===== src/rtl/tdm_pkg.sv =====
// Shared TDM link definitions: default geometry, link state encoding and a width helper.
package tdm_pkg;

  localparam int unsigned DEFAULT_BIT_WIDTH = 24;
  localparam int unsigned DEFAULT_SLOTS     = 4;
  localparam int unsigned DEFAULT_SLOT_BITS = 32;

  typedef enum logic {
    IDLE = 1'b0,
    RUN  = 1'b1
  } tdm_state_e;

  // Counter width able to hold 0..n-1, never narrower than one bit.
  function automatic int unsigned clog2_min1(input int unsigned n);
    return (n > 1) ? $clog2(n) : 1;
  endfunction

endpackage


===== src/rtl/tdm_sck_gen.sv =====
// Serial clock divider: sck level plus single-clk rise/fall strobes, CLK_DIV clk per period.
module tdm_sck_gen
  import tdm_pkg::*;
#(
  parameter int unsigned CLK_DIV = 4
) (
  input  logic clk,
  input  logic rst_n,
  input  logic en,
  output logic sck,
  output logic rise_c,
  output logic fall_c
);

  localparam int unsigned HALF  = CLK_DIV / 2;
  localparam int unsigned CNT_W = clog2_min1(CLK_DIV);

  logic [CNT_W-1:0] cnt_q;

  // Strobes mark the clk edge on which sck changes level.
  assign rise_c = en && (cnt_q == CNT_W'(HALF - 1));
  assign fall_c = en && (cnt_q == CNT_W'(CLK_DIV - 1));

  always_ff @(posedge clk or negedge rst_n) begin
    if (!rst_n) begin
      cnt_q <= '0;
      sck   <= 1'b0;
    end else if (!en) begin
      cnt_q <= '0;
      sck   <= 1'b0;
    end else begin
      cnt_q <= fall_c ? '0 : cnt_q + CNT_W'(1);
      if (rise_c) begin
        sck <= 1'b1;
      end else if (fall_c) begin
        sck <= 1'b0;
      end
    end
  end

endmodule


===== src/rtl/tdm_transmit.sv =====
// TDM serial transmitter with a one-frame shadow buffer and valid/ready intake.
// Build option TDM_TX_REPEAT_EN: on underrun resend the previous frame instead of zeros.
module tdm_transmit
  import tdm_pkg::*;
#(
  parameter int unsigned BIT_WIDTH = DEFAULT_BIT_WIDTH,
  parameter int unsigned SLOTS     = DEFAULT_SLOTS,
  parameter int unsigned SLOT_BITS = DEFAULT_SLOT_BITS,
  parameter int unsigned CLK_DIV   = 4
) (
  input  logic                       clk_in,
  input  logic                       rst_n_in,
  input  logic                       enable_in,
  input  logic [SLOTS*BIT_WIDTH-1:0] samples_in,
  input  logic                       valid_in,
  output logic                       ready_out,
  output logic                       sck_out,
  output logic                       ws_out,
  output logic                       sd_out,
  output logic                       underrun_out
);

  localparam int unsigned FRAME_W = SLOTS * BIT_WIDTH;
  localparam int unsigned SLOT_W  = clog2_min1(SLOTS);
  localparam int unsigned POS_W   = clog2_min1(SLOT_BITS);

  tdm_state_e         state_q, state_d;
  logic [SLOT_W-1:0]  slot_q, slot_d, slot_n;
  logic [POS_W-1:0]   pos_q, pos_d, pos_n;
  logic [FRAME_W-1:0] frame_q, frame_d;
  logic [FRAME_W-1:0] shadow_q, shadow_d;
  logic               ready_q, ready_d;
  logic               ws_q, ws_d;
  logic               sd_q, sd_d;
  logic               ur_q, ur_d;
  logic               sck_rise_c, sck_fall_c;
  logic               last_bit_c, sync_next_c, accept_c;
  logic               unused_rise;

  tdm_sck_gen #(
    .CLK_DIV (CLK_DIV)
  ) u_sck_gen (
    .clk    (clk_in),
    .rst_n  (rst_n_in),
    .en     (state_q == RUN),
    .sck    (sck_out),
    .rise_c (sck_rise_c),
    .fall_c (sck_fall_c)
  );

  assign unused_rise = sck_rise_c;

  // Serial bit of frame f at (slot s, position p): MSB first, left-justified, zero padded.
  function automatic logic bit_at(input logic [FRAME_W-1:0] f,
                                  input logic [SLOT_W-1:0]  s,
                                  input logic [POS_W-1:0]   p);
    logic [BIT_WIDTH-1:0] word;
    logic                 b;
    word = '0;
    b    = 1'b0;
    for (int unsigned k = 0; k < SLOTS; k++) begin
      if (s == SLOT_W'(k)) word = f[k*BIT_WIDTH +: BIT_WIDTH];
    end
    for (int unsigned i = 0; i < BIT_WIDTH; i++) begin
      if (p == POS_W'(i)) b = word[BIT_WIDTH-1-i];
    end
    return b;
  endfunction

  // Bit position following the current one, wrapping at the frame end.
  always_comb begin
    slot_n     = slot_q;
    pos_n      = pos_q + POS_W'(1);
    last_bit_c = (slot_q == SLOT_W'(SLOTS - 1)) && (pos_q == POS_W'(SLOT_BITS - 1));
    if (pos_q == POS_W'(SLOT_BITS - 1)) begin
      pos_n  = '0;
      slot_n = (slot_q == SLOT_W'(SLOTS - 1)) ? '0 : slot_q + SLOT_W'(1);
    end
    sync_next_c = (slot_n == SLOT_W'(SLOTS - 1)) && (pos_n == POS_W'(SLOT_BITS - 1));
  end

  assign accept_c = valid_in && ready_q;

  // Next-state and output decode; serial outputs only move on the sck falling edge.
  always_comb begin
    state_d  = state_q;
    slot_d   = slot_q;
    pos_d    = pos_q;
    frame_d  = frame_q;
    shadow_d = shadow_q;
    ready_d  = ready_q;
    ws_d     = ws_q;
    sd_d     = sd_q;
    ur_d     = 1'b0;

    if (accept_c) begin
      shadow_d = samples_in;
      ready_d  = 1'b0;
    end

    case (state_q)
      IDLE: begin
        ws_d = 1'b0;
        sd_d = 1'b0;
        if (enable_in) begin
          state_d = RUN;
          slot_d  = SLOT_W'(SLOTS - 1);
          pos_d   = POS_W'(SLOT_BITS - 1);
          ws_d    = 1'b1;
        end
      end
      RUN: begin
        if (sck_fall_c) begin
          slot_d = slot_n;
          pos_d  = pos_n;
          ws_d   = 1'b0;
          if (sync_next_c) begin
            if (enable_in) begin
              ws_d = 1'b1;
              sd_d = bit_at(frame_q, slot_n, pos_n);
            end else begin
              state_d = IDLE;
              sd_d    = 1'b0;
            end
          end else if (last_bit_c) begin
            // Frame load: a word accepted on this same edge only serves the next frame.
            if (!ready_q) begin
              frame_d = shadow_q;
              ready_d = 1'b1;
            end else begin
              ur_d = 1'b1;
`ifdef TDM_TX_REPEAT_EN
              frame_d = frame_q;
`else
              frame_d = '0;
`endif
            end
            sd_d = bit_at(frame_d, '0, '0);
          end else begin
            sd_d = bit_at(frame_q, slot_n, pos_n);
          end
        end
      end
      default: state_d = IDLE;
    endcase
  end

  always_ff @(posedge clk_in or negedge rst_n_in) begin
    if (!rst_n_in) begin
      state_q  <= IDLE;
      slot_q   <= '0;
      pos_q    <= '0;
      frame_q  <= '0;
      shadow_q <= '0;
      ready_q  <= 1'b1;
      ws_q     <= 1'b0;
      sd_q     <= 1'b0;
      ur_q     <= 1'b0;
    end else begin
      state_q  <= state_d;
      slot_q   <= slot_d;
      pos_q    <= pos_d;
      frame_q  <= frame_d;
      shadow_q <= shadow_d;
      ready_q  <= ready_d;
      ws_q     <= ws_d;
      sd_q     <= sd_d;
      ur_q     <= ur_d;
    end
  end

  assign ready_out    = ready_q;
  assign ws_out       = ws_q;
  assign sd_out       = sd_q;
  assign underrun_out = ur_q;

endmodule

===== config.mk =====
export PLATFORM = sky130hd
export DESIGN_NAME = tdm_transmit
export DESIGN_NICKNAME = d
export VERILOG_FILES = /design/src/rtl/tdm_pkg.sv /design/src/rtl/tdm_sck_gen.sv /design/src/rtl/tdm_transmit.sv
export SDC_FILE = /design/constraint.sdc
export NUM_CORES = 1
export LEC_CHECK = 0
export ABC_AREA = 1
export BUFFER_PORTS_ARGS = -buffer_cell sky130_fd_sc_hd__buf_2
export CORE_AREA = 3 3 155 157
export CTS_CLUSTER_DIAMETER = 80
export DETAILED_ROUTE_END_ITERATION = 7
export DIE_AREA = 0 0 158 160
export PLACE_DENSITY = 0.65
export REMOVE_ABC_BUFFERS = 1
export SYNTH_ARGS = -nofsm -noshare
export SYNTH_HDL_FRONTEND = slang
export SYNTH_SLANG_ARGS = --single-unit

===== constraint.sdc =====
create_clock -name clk_in -period 8.6 [get_ports clk_in]
set_input_delay 0.86 -clock clk_in [delete_from_list [all_inputs] [get_ports clk_in]]
set_output_delay 0.86 -clock clk_in [all_outputs]
set_load 0.05 [all_outputs]

==> flow_summary.json, run 1 <==
{
  "synth_cells": 916,
  "grt-ovfl-total": 0,
  "critPathArrivalTime_ps": 4670,
  "place_congestion": 0.8981,
  "multiInputGateArea_mm2": 0.003428,
  "cts_sinks": 207,
  "track_usage_pct": 16.52,
  "crit_buf_inv": 1,
  "yosys.area.top_type": "dfrtp_1",
  "fillers": 2095,
  "syn_avg_cell_area_um2": 9.956,
  "slew_violations": 0,
  "vias_per_cell": 5.065,
  "post-route-period-util_pct": 49.61,
  "area_growth_pct": 17.05,
  "yosysSeqAreaShare_pct": 56.81,
  "ys_warn_count": 0,
  "antenna_left": 0,
  "cts_hold_buf": 0,
  "postLayoutCoreUtil_pct": 47.15,
  "start_kind": "flop",
  "required_ps": 9000,
  "slew_headroom_pct": 33.90,
  "path_clk_slew_ps": 60,
  "cts_buffers": 24,
  "final.min_clock_period_ps": 4267,
  "hpwl_um": 13560,
  "final.setup.tns_ps": 0,
  "cts_tree": "built",
  "crit_path_end_kind": "flop",
  "worstMarginPinSlew_ps": 991.4,
  "final_cell_area_mm2": 0.01068,
  "vdd_drop_max_uv": 172.6,
  "leakagePower_nw": 5.177,
  "status": "finished clean",
  "pin_count": 105,
  "seq_area_mm2": 0.005181,
  "synth-seq-cells": 207,
  "drive_gt1_share_pct": 25.07,
  "routed_wirelength_um": 20370,
  "syn_area_mm2": 0.009120,
  "cts_resized": 0,
  "drtIter0Drc": 416,
  "switching_power_uw": 924.6,
  "grt_pass1_vias": 6699,
  "nNetsFinal": 1111,
  "crit_type": "flop to flop",
  "final_common_cell": "dfrtp_1",
  "drc": 0,
  "worst_path_most_repeated_cell": "nand2_1",
  "firstDrtPassIters": 4,
  "cts_buffer_depth": 3,
  "grt_max_degree": 97,
  "cp_max_fo": 20,
  "seq_power_share_pct": 44.3,
  "htreeDepth": 1,
  "antenna_found_initial": 0,
  "power.density_mw_per_mm2": 291.3,
  "rows": 55,
  "post_cts_buffers": 0,
  "hold_violations": 0,
  "p_int_mw": 2.185,
  "max_freq_ghz": 0.2344,
  "cap_viol_max_count": 0,
  "die_h_um": 160,
  "yosys-top-cells-area": "dfrtp_1 (57%), mux2_2 (12%), nand2_1 (7.9%), nand3_1 (6.0%), o21ai_0 (3.9%)",
  "yosysTopAreaCellShare_pct": 56.52,
  "wl_per_cell_um": 15.65,
  "synth.distinct_cells": 35,
  "die_w_um": 158,
  "coreArea_mm2": 0.02264,
  "worstSkewPairLatency_ps": 510,
  "holdCritPathClass": "input port to asynchronous set/reset pin",
  "rsz0062_at_grt": "false",
  "vias": 6595,
  "clockRootBuffer": "clkbuf_16",
  "port_buffers": 104,
  "die_area_mm2": 0.02528,
  "antennaDiodeCount": 0,
  "hold_slack_ps": 387.5,
  "setup_viol": 0,
  "final_cell_mix": "dfrtp_1 (206), nand2_1 (190), nand3_1 (109)",
  "crit_family": "simple AND/OR/NAND/NOR gates",
  "finClkSkew_ps": 5.587,
  "pwr-share-comb_pct": 22.6,
  "initial_core_util_pct": 40.28,
  "clkPwrFrac_pct": 33.1,
  "swShare_pct": 29.73,
  "dpl_cell_area_mm2": 0.009862,
  "grt_pass1_wl_um": 34920,
  "critical_path.max_stage_delay_ps": 570,
  "cp_slowest_cell": "nand2_1"
}
-- sequential cells by signal, summed over array words and instances, names as in the netlist --
| register | count |
|---|---|
| frame_q | 96 |
| u_sck_gen.sck | 1 |
| u_sck_gen.cnt_q | 2 |
| ready_out | 1 |
| ws_out | 1 |
| shadow_q | 96 |
| slot_q | 2 |
| pos_q | 5 |
| state_q | 1 |
| underrun_out | 1 |
| sd_out | 1 |
-- logic make-up (layout without fill, tap and decap cells) --
logic type,count (synthesis),in the layout,synth area share (%)
AND/OR/NAND/NOR,343,343,16.13
flip-flops,207,207,56.81
buffers and inverters,134,235,5.762
AO/OA/AOI/OAI,128,128,8.328
multiplexers,95,95,11.73
adder cells (fa/ha/maj),9,9,1.235
-- synthesized netlist by cell type, drive strengths merged --
library cell  number
or2                1
nand2            194
o221ai            17
a31oi              6
clkinv             4
nand4              2
buf               19
o21ai             75
nor2              26
o211ai            10
dfstp              1
a41oi              3
nor3               9
nand3            110
ha                 9
o21a               1
a221oi             1
nor4               1
a22oi              1
mux2              95
o22ai              2
a21oi             12
inv               79
clkbuf            32
dfrtp            206
-- power by group through the flow --
stage / sequential (mW) / clock, mW / combinational, mW
global placement: 1.39 / 0 / 0.695
detailed placement: 1.39 / 0 / 0.704
floorplan: 1.34 / 0 / 0.524
global route: 1.41 / 1.09 / 0.797
finish: 1.38 / 1.03 / 0.704
CTS: 1.38 / 1.05 / 0.709
-- routing by layer --
metal	part of all wire [%]	GRT usage, %	wire length, um	up-vias
li1	-	-	-	3258
met1	49	24.65	9913	3187
met2	46	25.40	9285	127
met3	4.5	2.954	919	23
met4	1.2	3.481	254	0
met5	0	0	0	-
-- path summary, 6_finish.rpt --
kind                                              start                        to  slack, ps  depth (start not counted)
max in group asynchronous                      rst_n_in   frame_q[59]$_DFFE_PN0P_       6840                          2
worst min register to register  frame_q[52]$_DFFE_PN0P_   frame_q[52]$_DFFE_PN0P_        470                          2
worst max-delay path               pos_q[0]$_DFFE_PN0P_        sd_out$_DFFE_PN0P_       4330                         36
min in group clk_in             frame_q[52]$_DFFE_PN0P_   frame_q[52]$_DFFE_PN0P_        470                          2
worst min-delay path                           rst_n_in  shadow_q[22]$_DFFE_PN0P_        390                          1
worst max register to register     pos_q[0]$_DFFE_PN0P_        sd_out$_DFFE_PN0P_       4330                         36
-- through the flow --
step	total power [mW]	instances	setup slack, ps
final	3.110	1302	4333
after global routing	3.300	1302	3896
after CTS	3.139	1302	4366
after detailed placement	2.099	1261	4394
after global placement	2.084	1261	4534
after floorplan	1.868	865	482.0
-- layout make-up --
class                           instances  share of cell area [%]
Multi-Input combinational cell        575                   32.11
Clock buffer                           37                   6.939
Clock inverter                          4                  0.6798
Tap cell                              285                   3.340
Timing Repair Buffer                  111                   5.450
Sequential cell                       207                   48.54
Inverter                               83                   2.942
No activity file was read; power rests on OpenSTA's default activity.
==> run 2: changes to the inputs <==
ABC_AREA = 0   (was 1)
CORE_AREA = 3 3 157 159   (was 3 3 155 157)
DIE_AREA = 0 0 160 162   (was 0 0 158 160)
PLACE_DENSITY = 0.64   (was 0.65)
clock period = 4.3 ns   (was 8.6 ns; I/O delays follow)
==> run 2 against run 1 <==
Largest power group unchanged. Sequential share of layout area fell by 0.68 points. Clock skew increased by 17 ps. Routed wire length up 4.5%. Critical endpoint unchanged.
==> flow_summary.json, run 2 <==
{
  "finClkSkew_ps": 22.30,
  "required_ps": 4690,
  "antenna_found_initial": 1,
  "vdd_drop_max_uv": 402.7,
  "ys_warn_count": 0,
  "wl_per_cell_um": 16.38,
  "hold_violations": 0,
  "holdCritPathClass": "input port to asynchronous set/reset pin",
  "seq_power_share_pct": 42.8,
  "rows": 56,
  "syn_area_mm2": 0.009253,
  "final_common_cell": "nand2_1",
  "max_freq_ghz": 0.2597,
  "setup_viol": 0,
  "clkPwrFrac_pct": 24.7,
  "yosys.cell_count.top_type": "nand2_1",
  "critical_path.max_stage_delay_ps": 500,
  "p_int_mw": 5.062,
  "critPathArrivalTime_ps": 4240,
  "vias_per_cell": 5.058,
  "cp_max_fo": 15,
  "post_cts_buffers": 0,
  "port_buffers": 104,
  "postLayoutCoreUtil_pct": 46.26,
  "die_h_um": 162,
  "vias": 6570,
  "fin_cells": 1299,
  "seq_area_mm2": 0.005181,
  "synth_edf_count": 0,
  "slew_headroom_pct": 26.49,
  "place_inst": 1256,
  "grt-ovfl-total": 0,
  "cts_tree": "built",
  "syn_avg_cell_area_um2": 10.49,
  "pin_count": 105,
  "die_area_mm2": 0.02592,
  "cap_viol_max_count": 0,
  "hpwl_um": 14290,
  "crit_chain": "ha_1, and3_1, ha_2, nor2b_1, nor2_4, buf_4, mux4_2, nand2_1, a211oi_1, a311o_1, or4_1, a31o_1",
  "slew_violations": 0,
  "synth_flop_cell": "dfrtp_1",
  "cts_hold_buf": 0,
  "cts_sinks": 207,
  "final.min_clock_period_ps": 3851,
  "yosys-top-cells-area": "dfrtp_1 (56%), mux2_2 (12%), nand2_1 (9.2%), o21ai_0 (6.0%), mux4_2 (2.2%)",
  "crit_path_end_kind": "flop",
  "synth.distinct_cells": 53,
  "top_regs": "frame_q x96, shadow_q x96, pos_q x5",
  "grt_pass1_vias": 6809,
  "cts_buffers": 23,
  "die_w_um": 160,
  "path_clk_slew_ps": 60,
  "synth_cells": 882,
  "start_kind": "flop",
  "grt_max_degree": 112,
  "swShare_pct": 34.60,
  "worstMarginPinSlew_ps": 1103,
  "area_growth_pct": 17.01,
  "synth-seq-cells": 207,
  "nNetsFinal": 1072,
  "drive_gt1_share_pct": 27.35,
  "place_congestion": 0.8730,
  "initial_core_util_pct": 39.54,
  "yosysSeqAreaShare_pct": 56.00,
  "yosys.area.top_type": "dfrtp_1",
  "antenna_left": 0,
  "grt_pass1_wl_um": 35710,
  "antennaDiodeCount": 0,
  "htreeDepth": 1,
  "power.density_mw_per_mm2": 714.9,
  "rsz0062_at_grt": "false",
  "switching_power_mw": 2.678,
  "cts_buffer_depth": 3,
  "drc": 0,
  "firstDrtPassIters": 5,
  "yosysTopAreaCellShare_pct": 55.71,
  "pwr-share-comb_pct": 32.4,
  "routed_wirelength_um": 21280,
  "async_flop_share_pct": 100.0,
  "leakagePower_nw": 5.014,
  "clockRootBuffer": "clkbuf_16",
  "coreArea_mm2": 0.02340,
  "multiInputGateArea_mm2": 0.003835,
  "fillers": 2289,
  "status": "finished clean",
  "crit_type": "flop to flop",
  "final_cell_mix": "nand2_1 (227), dfrtp_1 (206), o21ai_0 (111)",
  "synth_common_cells": "nand2_1 (228), dfrtp_1 (206), o21ai_0 (111)",
  "cp_slowest_cell": "mux4_2",
  "worstSkewPairLatency_ps": 510,
  "post-route-period-util_pct": 89.56,
  "track_usage_pct": 16.57,
  "drtIter0Drc": 519,
  "cts_resized": 0
}
[run 2: cell types whose count changed after synthesis, sizes merged, moves of 9 or more]
cell | before | now
mux4 | 0 | 9
nand2 | 194 | 228
o21ai | 75 | 111
clkbuf | 32 | 46
nand3 | 110 | 18
o221ai | 17 | 0
nor2b | 0 | 9
o211ai | 10 | 1
nor2 | 26 | 15
mux2i | 0 | 9
a21oi | 12 | 21
inv | 79 | 10
[run 2: layer usage]
| layer | wire, um | GRT usage (%) | part of all wire (%) | vias up |
|---|---|---|---|---|
| met5 | 0 | 0 | 0 | - |
| met4 | 508 | 4.497 | 2.4 | 0 |
| met3 | 1030 | 2.856 | 4.8 | 35 |
| met2 | 9526 | 25.68 | 45 | 154 |
| met1 | 10220 | 24.22 | 48 | 3171 |
| li1 | - | - | - | 3210 |
[run 2: logic make-up (layout without fill, tap and decap cells)]
| group | count (synthesis) | after routing | synth area share (%) |
|---|---|---|---|
| and+or+nand+nor | 306 | 306 | 14.10 |
| DFF | 207 | 207 | 56.00 |
| buffers and inverters | 71 | 168 | 2.948 |
| adders and majority gates | 9 | 9 | 1.217 |
| muxes | 117 | 118 | 15.21 |
| AOI/OAI and AO/OA | 172 | 172 | 10.52 |
[run 2: critical path: cells and delay by family, from the launching register on]
kind | cells | cell delay, ps
and+or+nand+nor | 5 | 1220
muxes | 1 | 500
AOI/OAI and AO/OA | 3 | 590
adders and majority gates | 2 | 690
DFF | 1 | 470
buffers and inverters | 1 | 250
[run 2: layout make-up]
| class | instances | area share [%] |
|---|---|---|
| sequential | 207 | 47.86 |
| inverter | 10 | 0.3467 |
| clock inverter | 8 | 0.6934 |
| clock buffer | 34 | 6.160 |
| tap | 319 | 3.687 |
| timing repair buffer | 116 | 5.836 |
| multi-input combinational | 605 | 35.42 |
[run 2: worst paths after layout]
path / startpoint / slack (ps) / depth (start not counted) / to
setup / recovery: pos_q[0]$_DFFE_PN0P_ / 450 / 12 / sd_out$_DFFE_PN0P_
setup reg to reg: pos_q[0]$_DFFE_PN0P_ / 450 / 12 / sd_out$_DFFE_PN0P_
min in group clk_in: samples_in[14] / 140 / 2 / shadow_q[14]$_DFFE_PN0P_
hold / removal: rst_n_in / 60 / 1 / frame_q[54]$_DFFE_PN0P_
max in group asynchronous: rst_n_in / 3330 / 2 / frame_q[94]$_DFFE_PN0P_
hold reg to reg: frame_q[26]$_DFFE_PN0P_ / 480 / 2 / frame_q[26]$_DFFE_PN0P_
[run 2: power by group through the flow]
stage	Sequential [mW]	Combinational [mW]	Clock, mW
floorplan	3.15	1.84	0
global placement	3.33	2.45	0
detailed placement	3.34	2.49	0
CTS	3.32	2.51	1.97
global route	3.41	2.85	2.05
finish	3.32	2.51	1.91
[run 2: stage by stage]
| step | hold slack [ps] | TNS [ps] | setup slack, ps | cell area, um2 | power [mW] |
|---|---|---|---|---|---|
| after global placement | 455.8 | 0 | 483.2 | 10070 | 5.781 |
| after CTS | 75.47 | 0 | 292.0 | 10810 | 7.790 |
| after floorplan | 134.4 | -138370 | -1727 | 9017 | 4.996 |
| after global routing | 123.7 | 0 | 253.8 | 10830 | 8.307 |
| final | 60.01 | 0 | 449.0 | 10830 | 7.740 |
| after detailed placement | 469.3 | 0 | 321.8 | 10070 | 5.834 |
==> run 3: changes to the inputs <==
SKIP_CTS_REPAIR_TIMING = 1   (was default)
clock period = 4.45 ns   (was 4.3 ns; I/O delays follow)
==> run 3 against run 2 <==
Critical path depth shrank 2. Register-to-register slack lost 50 ps. The run now ends with negative hold slack left. Critical path type unchanged. Total power shrank 4.7%. Global-route usage shrank 0.56 points. Non-clock buffer count grew 2. Count of clock-buffer cells in the layout grew 5. Sequential power shrank 4%. Cell count is essentially flat. Combinational power shrank 5%.
==> flow_summary.json, run 3 (synthesis gave the netlist of run 2 again) <==
{
  "status": "complete, but fails checks",
  "violations": "negative hold slack",
  "rsz0062_at_grt": "false",
  "top_regs": "frame_q x96, shadow_q x96, pos_q x5",
  "p_int_mw": 4.839,
  "nNetsFinal": 1073,
  "drc": 0,
  "vdd_drop_max_uv": 361.5,
  "area_growth_pct": 16.63,
  "routed_wirelength_um": 20770,
  "antenna_found_initial": 0,
  "cp_max_fo": 16,
  "vias": 6478,
  "cts_buffer_depth": 3,
  "crit_type": "flop to flop",
  "timing.final.ws_setup_ps": 396.5,
  "final_common_cell": "nand2_1",
  "swShare_pct": 34.42,
  "track_usage_pct": 16.01,
  "die_w_um": 160,
  "place_inst": 1258,
  "rows": 56,
  "grt_pass1_wl_um": 34330,
  "dpl_cell_area_mm2": 0.01007,
  "hpwl_um": 14290,
  "slew_headroom_pct": 37.51,
  "pwr-share-comb_pct": 32.3,
  "postLayoutCoreUtil_pct": 46.11,
  "max_freq_ghz": 0.2467,
  "finClkSkew_ps": 11.16,
  "vias_per_cell": 4.983,
  "antenna_left": 0,
  "hold_slack_ps": -11.52,
  "place_congestion": 0.8724,
  "grt-ovfl-total": 0,
  "hold_violations": 5,
  "fillers": 2279,
  "worstSkewPairLatency_ps": 510,
  "required_ps": 4850,
  "path_clk_slew_ps": 60,
  "switching_power_mw": 2.540,
  "start_kind": "flop",
  "final_cell_area_mm2": 0.01079,
  "fin_cells": 1300,
  "drive_gt1_share_pct": 26.91,
  "initial_core_util_pct": 39.54,
  "worstMarginPinSlew_ps": 937.4,
  "cap_viol_max_count": 0,
  "pin_count": 105,
  "crit_path_end_kind": "flop",
  "grt_max_degree": 99,
  "firstDrtPassIters": 5,
  "clockRootBuffer": "clkbuf_16",
  "htreeDepth": 1,
  "cts_buffers": 23,
  "cts_tree": "built",
  "final.min_clock_period_ps": 4054,
  "power.total_mw": 7.379,
  "multiInputGateArea_mm2": 0.003819,
  "power.density_mw_per_mm2": 683.8,
  "seq_power_share_pct": 43.3,
  "die_area_mm2": 0.02592,
  "critPathArrivalTime_ps": 4460,
  "clkPwrFrac_pct": 24.4,
  "drtIter0Drc": 459,
  "port_buffers": 104,
  "seq_area_mm2": 0.005181,
  "slew_violations": 0,
  "leakagePower_nw": 4.990,
  "dp_slack_ps": 365.7,
  "holdCritPathClass": "input port to asynchronous set/reset pin",
  "setup_viol": 0,
  "wl_per_cell_um": 15.98,
  "cts_sinks": 207,
  "coreArea_mm2": 0.02340,
  "antennaDiodeCount": 0,
  "final_cell_mix": "nand2_1 (227), dfrtp_1 (206), o21ai_0 (111)",
  "die_h_um": 162,
  "post-route-period-util_pct": 91.09,
  "grt_pass1_vias": 6371,
  "final.setup.tns_ps": 0
}
==> run 3: power by group through the flow <==
stage          registers (mW)  clock network, mW  logic, mW
5_1_grt                  3.30               1.93       2.70
4_1_cts                  3.21               1.85       2.41
6_report                 3.20               1.80       2.38
3_5_place_dp             3.23                  0       2.40
3_3_place_gp             3.21                  0       2.36
2_1_floorplan            3.05                  0       1.78
==> run 3: layout make-up <==
cell class	count	share of cell area (%)
inverter	10	0.3478
multi-input combinational	604	35.39
sequential	207	48.01
clock inverter	3	0.2319
tap	319	3.699
timing repair buffer	118	5.878
clock buffer	39	6.446
==> run 3: final timing paths <==
path | start | to | slack (ps) | depth (start not counted)
max in group asynchronous | rst_n_in | shadow_q[86]$_DFFE_PN0P_ | 3310 | 2
worst min-delay path | rst_n_in | frame_q[28]$_DFFE_PN0P_ | -10 | 1
worst min register to register | frame_q[7]$_DFFE_PN0P_ | frame_q[7]$_DFFE_PN0P_ | 480 | 2
min in group clk_in | samples_in[89] | shadow_q[89]$_DFFE_PN0P_ | 170 | 2
worst max-delay path | pos_q[1]$_DFFE_PN0P_ | sd_out$_DFFE_PN0P_ | 400 | 10
worst max register to register | pos_q[1]$_DFFE_PN0P_ | sd_out$_DFFE_PN0P_ | 400 | 10
==> run 3: worst max-delay path, stage by stage (launching register included) <==
cell	delay, ps
dfrtp_1	460
ha_1	290
and3_1	190
ha_1	460
nor2b_1	210
nor2_4	510
buf_4	280
mux4_2	520
a311o_1	360
or4_1	420
a31o_1	220
==> run 3: metal layers <==
metal	track usage [%]	vias to the layer above	share of wire [%]
li1	-	3208	-
met5	0	-	0
met3	3.086	34	4.5
met4	3.471	0	1.8
met2	24.44	141	44
met1	23.86	3095	49
